File: src/rtl/hack_seq_ctrl.sv
// hack_seq_ctrl: multi-cycle FETCH/DECODE/EXEC/WB sequencer for the Hack CPU.
// Drives synchronous block-RAM ROM and data RAM, latches the instruction and
// issues one-cycle strobes to the A/D registers, data RAM and PC.
// Optional feature macro: SINGLE_STEP_EN adds a 'step' input that executes
// one instruction per rising edge while run is low.

module hack_seq_ctrl (
  input  logic        clk,
  input  logic        rst_n,
  input  logic        run,
`ifdef SINGLE_STEP_EN
  input  logic        step,
`endif
  input  logic [15:0] rom_data,
  input  logic        zr,
  input  logic        ng,
  output logic        rom_en,
  output logic [15:0] ir,
  output logic [5:0]  alu_ctrl,
  output logic        am_sel,
  output logic        ram_rd,
  output logic        a_load,
  output logic        a_sel,
  output logic        d_load,
  output logic        m_write,
  output logic        pc_inc,
  output logic        pc_load,
  output logic [1:0]  state,
  output logic        instr_done
);

  typedef enum logic [1:0] {
    FETCH  = 2'd0,
    DECODE = 2'd1,
    EXEC   = 2'd2,
    WB     = 2'd3
  } state_t;

  state_t      state_q;
  logic [15:0] ir_q;
  // Cleared by reset and set on the first clock edge afterwards, so the ROM
  // is never enabled in the same cycle that reset is released.
  logic        armed_q;

  logic        stepEdge;
  logic        fetchGo;
  logic        isCInstr;
  logic        jumpTaken;

`ifdef SINGLE_STEP_EN
  logic        step_q;

  // Registered edge detect for the single-step button.
  always_ff @(posedge clk or negedge rst_n) begin
    if (!rst_n) begin
      step_q <= 1'b0;
    end else begin
      step_q <= step;
    end
  end

  assign stepEdge = step & ~step_q;
`else
  assign stepEdge = 1'b0;
`endif

  // A fetch is launched only once armed; a step edge outside FETCH is simply
  // not looked at, which discards it.
  assign fetchGo = armed_q & (run | stepEdge);

  // Only 111x patterns are C-instructions; 100/101/110 fall back to A.
  assign isCInstr = &ir_q[15:13];

  // Jump taken when the ALU result's sign class matches any selected bit.
  assign jumpTaken = (ir_q[2] & ng) | (ir_q[1] & zr) | (ir_q[0] & ~zr & ~ng);

  // Sequencer state and instruction register; WB always returns to FETCH.
  always_ff @(posedge clk or negedge rst_n) begin
    if (!rst_n) begin
      state_q <= FETCH;
      ir_q    <= 16'h0000;
      armed_q <= 1'b0;
    end else begin
      armed_q <= 1'b1;
      case (state_q)
        FETCH: begin
          if (fetchGo) begin
            state_q <= DECODE;
          end
        end
        DECODE: begin
          ir_q    <= rom_data;
          state_q <= EXEC;
        end
        EXEC: begin
          state_q <= WB;
        end
        WB: begin
          state_q <= FETCH;
        end
        default: begin
          state_q <= FETCH;
        end
      endcase
    end
  end

  // Decode fields driving the ALU; they follow ir and are zero for A-instructions.
  always_comb begin
    alu_ctrl = 6'b000000;
    am_sel   = 1'b0;
    if (isCInstr) begin
      alu_ctrl = ir_q[11:6];
      am_sel   = ir_q[12];
    end
  end

  // Per-state strobes; every strobe defaults low so other states issue nothing.
  always_comb begin
    rom_en     = 1'b0;
    ram_rd     = 1'b0;
    a_load     = 1'b0;
    a_sel      = 1'b0;
    d_load     = 1'b0;
    m_write    = 1'b0;
    pc_inc     = 1'b0;
    pc_load    = 1'b0;
    instr_done = 1'b0;
    case (state_q)
      FETCH: begin
        rom_en = fetchGo;
      end
      DECODE: begin
        rom_en = 1'b0;
      end
      EXEC: begin
        ram_rd = isCInstr & ir_q[12];
      end
      WB: begin
        instr_done = 1'b1;
        if (isCInstr) begin
          a_load  = ir_q[5];
          a_sel   = 1'b1;
          d_load  = ir_q[4];
          m_write = ir_q[3];
          pc_load = jumpTaken;
          pc_inc  = ~jumpTaken;
        end else begin
          a_load  = 1'b1;
          a_sel   = 1'b0;
          pc_inc  = 1'b1;
        end
      end
      default: begin
        rom_en = 1'b0;
      end
    endcase
  end

  assign ir    = ir_q;
  assign state = state_q;

endmodule
File: config.mk
export PLATFORM = sky130hd
export DESIGN_NAME = hack_seq_ctrl
export DESIGN_NICKNAME = d
export VERILOG_FILES = /design/src/rtl/hack_seq_ctrl.sv
export SDC_FILE = /design/constraint.sdc
export NUM_CORES = 1
export LEC_CHECK = 0
export ABC_AREA = 1
export CELL_PAD_IN_SITES_DETAIL_PLACEMENT = 1
export CELL_PAD_IN_SITES_GLOBAL_PLACEMENT = 1
export CORE_ASPECT_RATIO = 0.75
export CORE_MARGIN = 3
export CORE_UTILIZATION = 42
export DETAILED_ROUTE_END_ITERATION = 8
export DONT_BUFFER_PORTS = 1
export PLACE_DENSITY_LB_ADDON = 0.1
export SLEW_MARGIN = 20
export SYNTH_ARGS = -nofsm -noshare
export SYNTH_HDL_FRONTEND = slang
export SYNTH_SLANG_ARGS = --single-unit
export TNS_END_PERCENT = 10
File: constraint.sdc
create_clock -name clk -period 1.63 [get_ports clk]
set_input_delay 0.326 -clock clk [delete_from_list [all_inputs] [get_ports clk]]
set_output_delay 0.326 -clock clk [all_outputs]
set_load 0.05 [all_outputs]
==> impl_metrics.env, run 1 <==
export IMPL_post_place_ws_ns=0.0626
export IMPL_ios=55
export IMPL_chipHeight_microns=46.9
export IMPL_cts_sinks=19
export IMPL_cts_htree_levels=1
export IMPL_clock_path_buffers=2
export IMPL_rows=14
export IMPL_haltStage="5_1_grt"
export IMPL_synth_seq_cells=19
export IMPL_synthCells=100
export IMPL_gp_congestion=0.687
export IMPL_netlist_area_sq_um=938
export IMPL_die_w_microns=60.6
export IMPL_dpl_hpwl_microns=2800
export IMPL_grt_max_degree=20
export IMPL_clock_tree_root_cell="clkbuf_4"
export IMPL_worst_ep_kind="primary output"
export IMPL_cts_buffers=3
export IMPL_antenna_found_initial=0
export IMPL_io_buffers=0
export IMPL_crit_endpoint="pc_inc"
export IMPL_syn_num_nets=126
export IMPL_status="aborted with a tool error"
export IMPL_synth_cell_type_count=17
export IMPL_dp_cells=158
export IMPL_error_line="[ERROR DPL-0033] detailed placement checks failed during check placement."
export IMPL_synth_warnings=0
export IMPL_start_util_pct=45.4
export IMPL_avgSynthCellArea_sq_um=9.38
export IMPL_synth_seq_area_share_pct=50.7
-- per-stage QoR --
step	hold WS [ns]	cell area [sq um]	utilization, %
after floorplan	0.0304	1030	-
after global placement	0.0308	1500	72.5
after detailed placement	0.0307	1500	72.5
after CTS	0.143	1580	76.3
-- logic make-up after synthesis --
family	synth area share, %
simple gates	15.9
buf+inv	10.3
flops	50.7
compound gates	8.93
mux	7.20
fa+ha+maj	6.67
other cells	0.400
-- Yosys cell counts --
cell type	instances	area [sq um]
dfrtp_1	19	475
nand2_1	17	63.8
inv_1	16	60.1
nor2_1	13	48.8
o21ai_0	10	50.1
mux2_2	6	67.6
ha_1	5	62.6
a21oi_1	4	20.0
buf_6	2	22.5
a21oi_2	1	8.76
buf_4	1	7.51
conb_1	1	3.75
inv_4	1	6.26
nand2_4	1	11.3
nand3_4	1	17.5
nor3b_1	1	7.51
o21ai_1	1	5.00
-- timing repair --
item,CTS
hold buffers,1
setup endpoints to repair,15
setup buffers,1
gates resized for setup,9
hold endpoints to repair,19
pin swaps,2
==> run 2: changes to the inputs <==
==> config.mk (replaced) <==
export PLATFORM = sky130hd
export DESIGN_NAME = hack_seq_ctrl
export DESIGN_NICKNAME = d
export VERILOG_FILES = /design/src/rtl/hack_seq_ctrl.sv
export SDC_FILE = /design/constraint.sdc
export NUM_CORES = 1
export LEC_CHECK = 0
export ABC_AREA = 1
export CORE_AREA = 3 3 64 66
export DETAILED_ROUTE_END_ITERATION = 8
export DIE_AREA = 0 0 67 69
export DONT_BUFFER_PORTS = 1
export PLACE_DENSITY_LB_ADDON = 0.15
export SLEW_MARGIN = 20
export SYNTH_ARGS = -nofsm -noshare
export SYNTH_HDL_FRONTEND = slang
export SYNTH_SLANG_ARGS = --single-unit
export TNS_END_PERCENT = 10
==> impl_metrics.env, run 2 <==
export IMPL_synth_seq_area_share_pct=50.7
export IMPL_synthCells=100
export IMPL_fin_util_pct=44.3
export IMPL_drv_cap=0
export IMPL_gp_congestion=0.695
export IMPL_grt_max_degree=20
export IMPL_synthArstFlopShare_pct=100
export IMPL_rsz0062_at_grt="true"
export IMPL_routed_wl_microns=2420
export IMPL_skew_ns=0.00453
export IMPL_grt_busiest_layer="met2"
export IMPL_yosys_area_top_type="dfrtp_1"
export IMPL_critPathRequiredTime_ns=1.30
export IMPL_rows=22
export IMPL_period_share_pct=99.8
export IMPL_largest_reg_flops=16
export IMPL_tritoncts="yes"
export IMPL_clock_tree_root_cell="clkbuf_8"
export IMPL_area_growth_pct=71.5
export IMPL_synth_edff_count=0
export IMPL_synth_seq_cells=19
export IMPL_grt_pass1_vias=788
export IMPL_die_w_microns=67
export IMPL_cp_slowest_cell="dfrtp_2"
export IMPL_drive_gt1_share_pct=52.1
export IMPL_synth_top_area_share_pct=50.7
export IMPL_endpoint_kind="output port"
export IMPL_final_common_cell="buf_4"
export IMPL_cp_arrival_ns=1.30
export IMPL_grtUsageMet2_pct=19.0
export IMPL_relSlewSlack_pct=42.0
export IMPL_dieArea_sq_um=4620
export IMPL_avgSynthCellArea_sq_um=9.38
export IMPL_antenna_found_initial=0
export IMPL_ios=55
export IMPL_fmax_ghz=0.615
export IMPL_wl_per_cell_microns=12.9
export IMPL_first_pass_iters=4
export IMPL_synth_flop_cell="dfrtp_1"
export IMPL_chipHeight_microns=69
export IMPL_grtUsageMet1_pct=13.1
export IMPL_drtAntennaViolNets=0
export IMPL_drtIter0Drc=22
export IMPL_cts_htree_levels=1
export IMPL_antenna_cells=0
export IMPL_dpl_hpwl_microns=1970
export IMPL_num_vias=768
export IMPL_fin_nets=167
export IMPL_max_stage_delay_ns=0.45
export IMPL_clock_path_buffers=2
export IMPL_grt_pass1_wl_microns=3830
export IMPL_track_usage_pct=10.9
export IMPL_worstHoldPathType="input port to register"
export IMPL_synth_cell_type_count=17
export IMPL_coreArea_sq_um=3630
export IMPL_viasPerCell=4.09
export IMPL_cts_sinks=19
export IMPL_finalSetupViolCount=0
export IMPL_worst_slew_pin_slew_ns=0.868
export IMPL_synth_common_cells="dfrtp_1 (19), nand2_1 (17), inv_1 (16)"
export IMPL_clk_insertion_delay_late_ns=0.25
export IMPL_dp_cells=180
export IMPL_gr_total_overflow=0
export IMPL_netlist_area_sq_um=938
export IMPL_clk_pin_slew_ns=0.07
export IMPL_syn_num_nets=126
export IMPL_synthTopCellsByArea="dfrtp_1 (51%), mux2_2 (7.2%), nand2_1 (6.8%), ha_1 (6.7%), inv_1 (6.4%)"
export IMPL_instances_no_fill=188
export IMPL_path_cells="inv_2 -> ha_4 -> nor3b_4 -> buf_12"
export IMPL_cts_buffers=3
export IMPL_start_util_pct=25.8
export IMPL_finalMaxSlewViolations=0
export IMPL_layout_common_cells="buf_4 (23), nand2_1 (17), buf_12 (15)"
export IMPL_status="finished clean"
export IMPL_use_met3_pct=2.28
export IMPL_cp_start_kind="register"
export IMPL_io_buffers=0
export IMPL_critical_path_class="register to output port"
export IMPL_drcViolationCount=0
export IMPL_yosysMostFrequentCell="dfrtp_1"
export IMPL_cp_max_fo=4
export IMPL_post_route_min_period_ns=1.63
export IMPL_finalHoldViolations=0
export IMPL_synth_warnings=0
==> run 2: metal layers <==
| metal | part of all wire (%) | wire length [microns] | up-vias |
|---|---|---|---|
| li1 | - | - | 384 |
| met2 | 55 | 1340 | 24 |
| met5 | 0 | 0 | - |
| met3 | 7.8 | 189 | 2 |
| met4 | 0.95 | 23 | 0 |
| met1 | 36 | 868 | 358 |
==> run 2: path summary, 6_finish.rpt <==
kind                                 startpoint                  to  slack (ns)  depth (start not counted)
min in group asynchronous                 rst_n  ir[10]$_DFFE_PN0N_        0.63                          1
max                        state[0]$_DFFE_PN0P_              ram_rd       0.004                          4
max in group asynchronous                 rst_n  ir[14]$_DFFE_PN0N_        0.40                          1
min                                 rom_data[4]   ir[4]$_DFFE_PN0N_        0.19                          2
min reg2reg                   ir[8]$_DFFE_PN0N_   ir[8]$_DFFE_PN0N_        0.57                          2
max reg2reg                state[1]$_DFFE_PN0P_  ir[10]$_DFFE_PN0N_        0.18                          4
==> run 2: what timing repair did <==
action	in CTS	in global routing
gates resized for setup	1	3
pin swaps	1	1
setup endpoints to repair	7	7
buffers inserted	1	2
hold buffers	1	0
gates cloned	0	0
endpoints found under the hold margin	19	0
==> run 2: layout make-up <==
cell class,count,area [sq um]
Clock buffer,4,45.0
Inverter,17,66.3
Tap cell,48,60.1
Multi-Input combinational cell,61,473
Fill cell,380,2020
Sequential cell,19,482
Timing Repair Buffer,39,483
==> run 2: critical path: cells and delay by family, from the launching register on <==
family,cells,cell delay (ns)
flops,1,0.45
fa+ha+maj,1,0.13
buf+inv,2,0.26
simple gates,1,0.21
==> run 2: metrics by stage <==
stage	setup TNS [ns]	worst slack [ns]	area, sq um	hold slack (ns)
6_report	0	0.00352	1610	0.194
3_5_place_dp	0	0.113	1510	0.0310
3_3_place_gp	0	0.188	1510	0.0311
5_1_grt	-0.261	-0.0488	1610	0.200
2_1_floorplan	-0.0271	-0.0126	1030	0.0304
4_1_cts	-0.0564	-0.0436	1580	0.200
==> run 2: logic make-up after synthesis <==
logic type	synth area share, %
and+or+nand+nor	15.9
buffers and inverters	10.3
other	0.400
adders and majority gates	6.67
AOI/OAI and AO/OA	8.93
muxes	7.20
DFF	50.7
Power of run 2 is not shown: default switching activity piles up to over one toggle a cycle in this logic, so the estimate is an artifact.
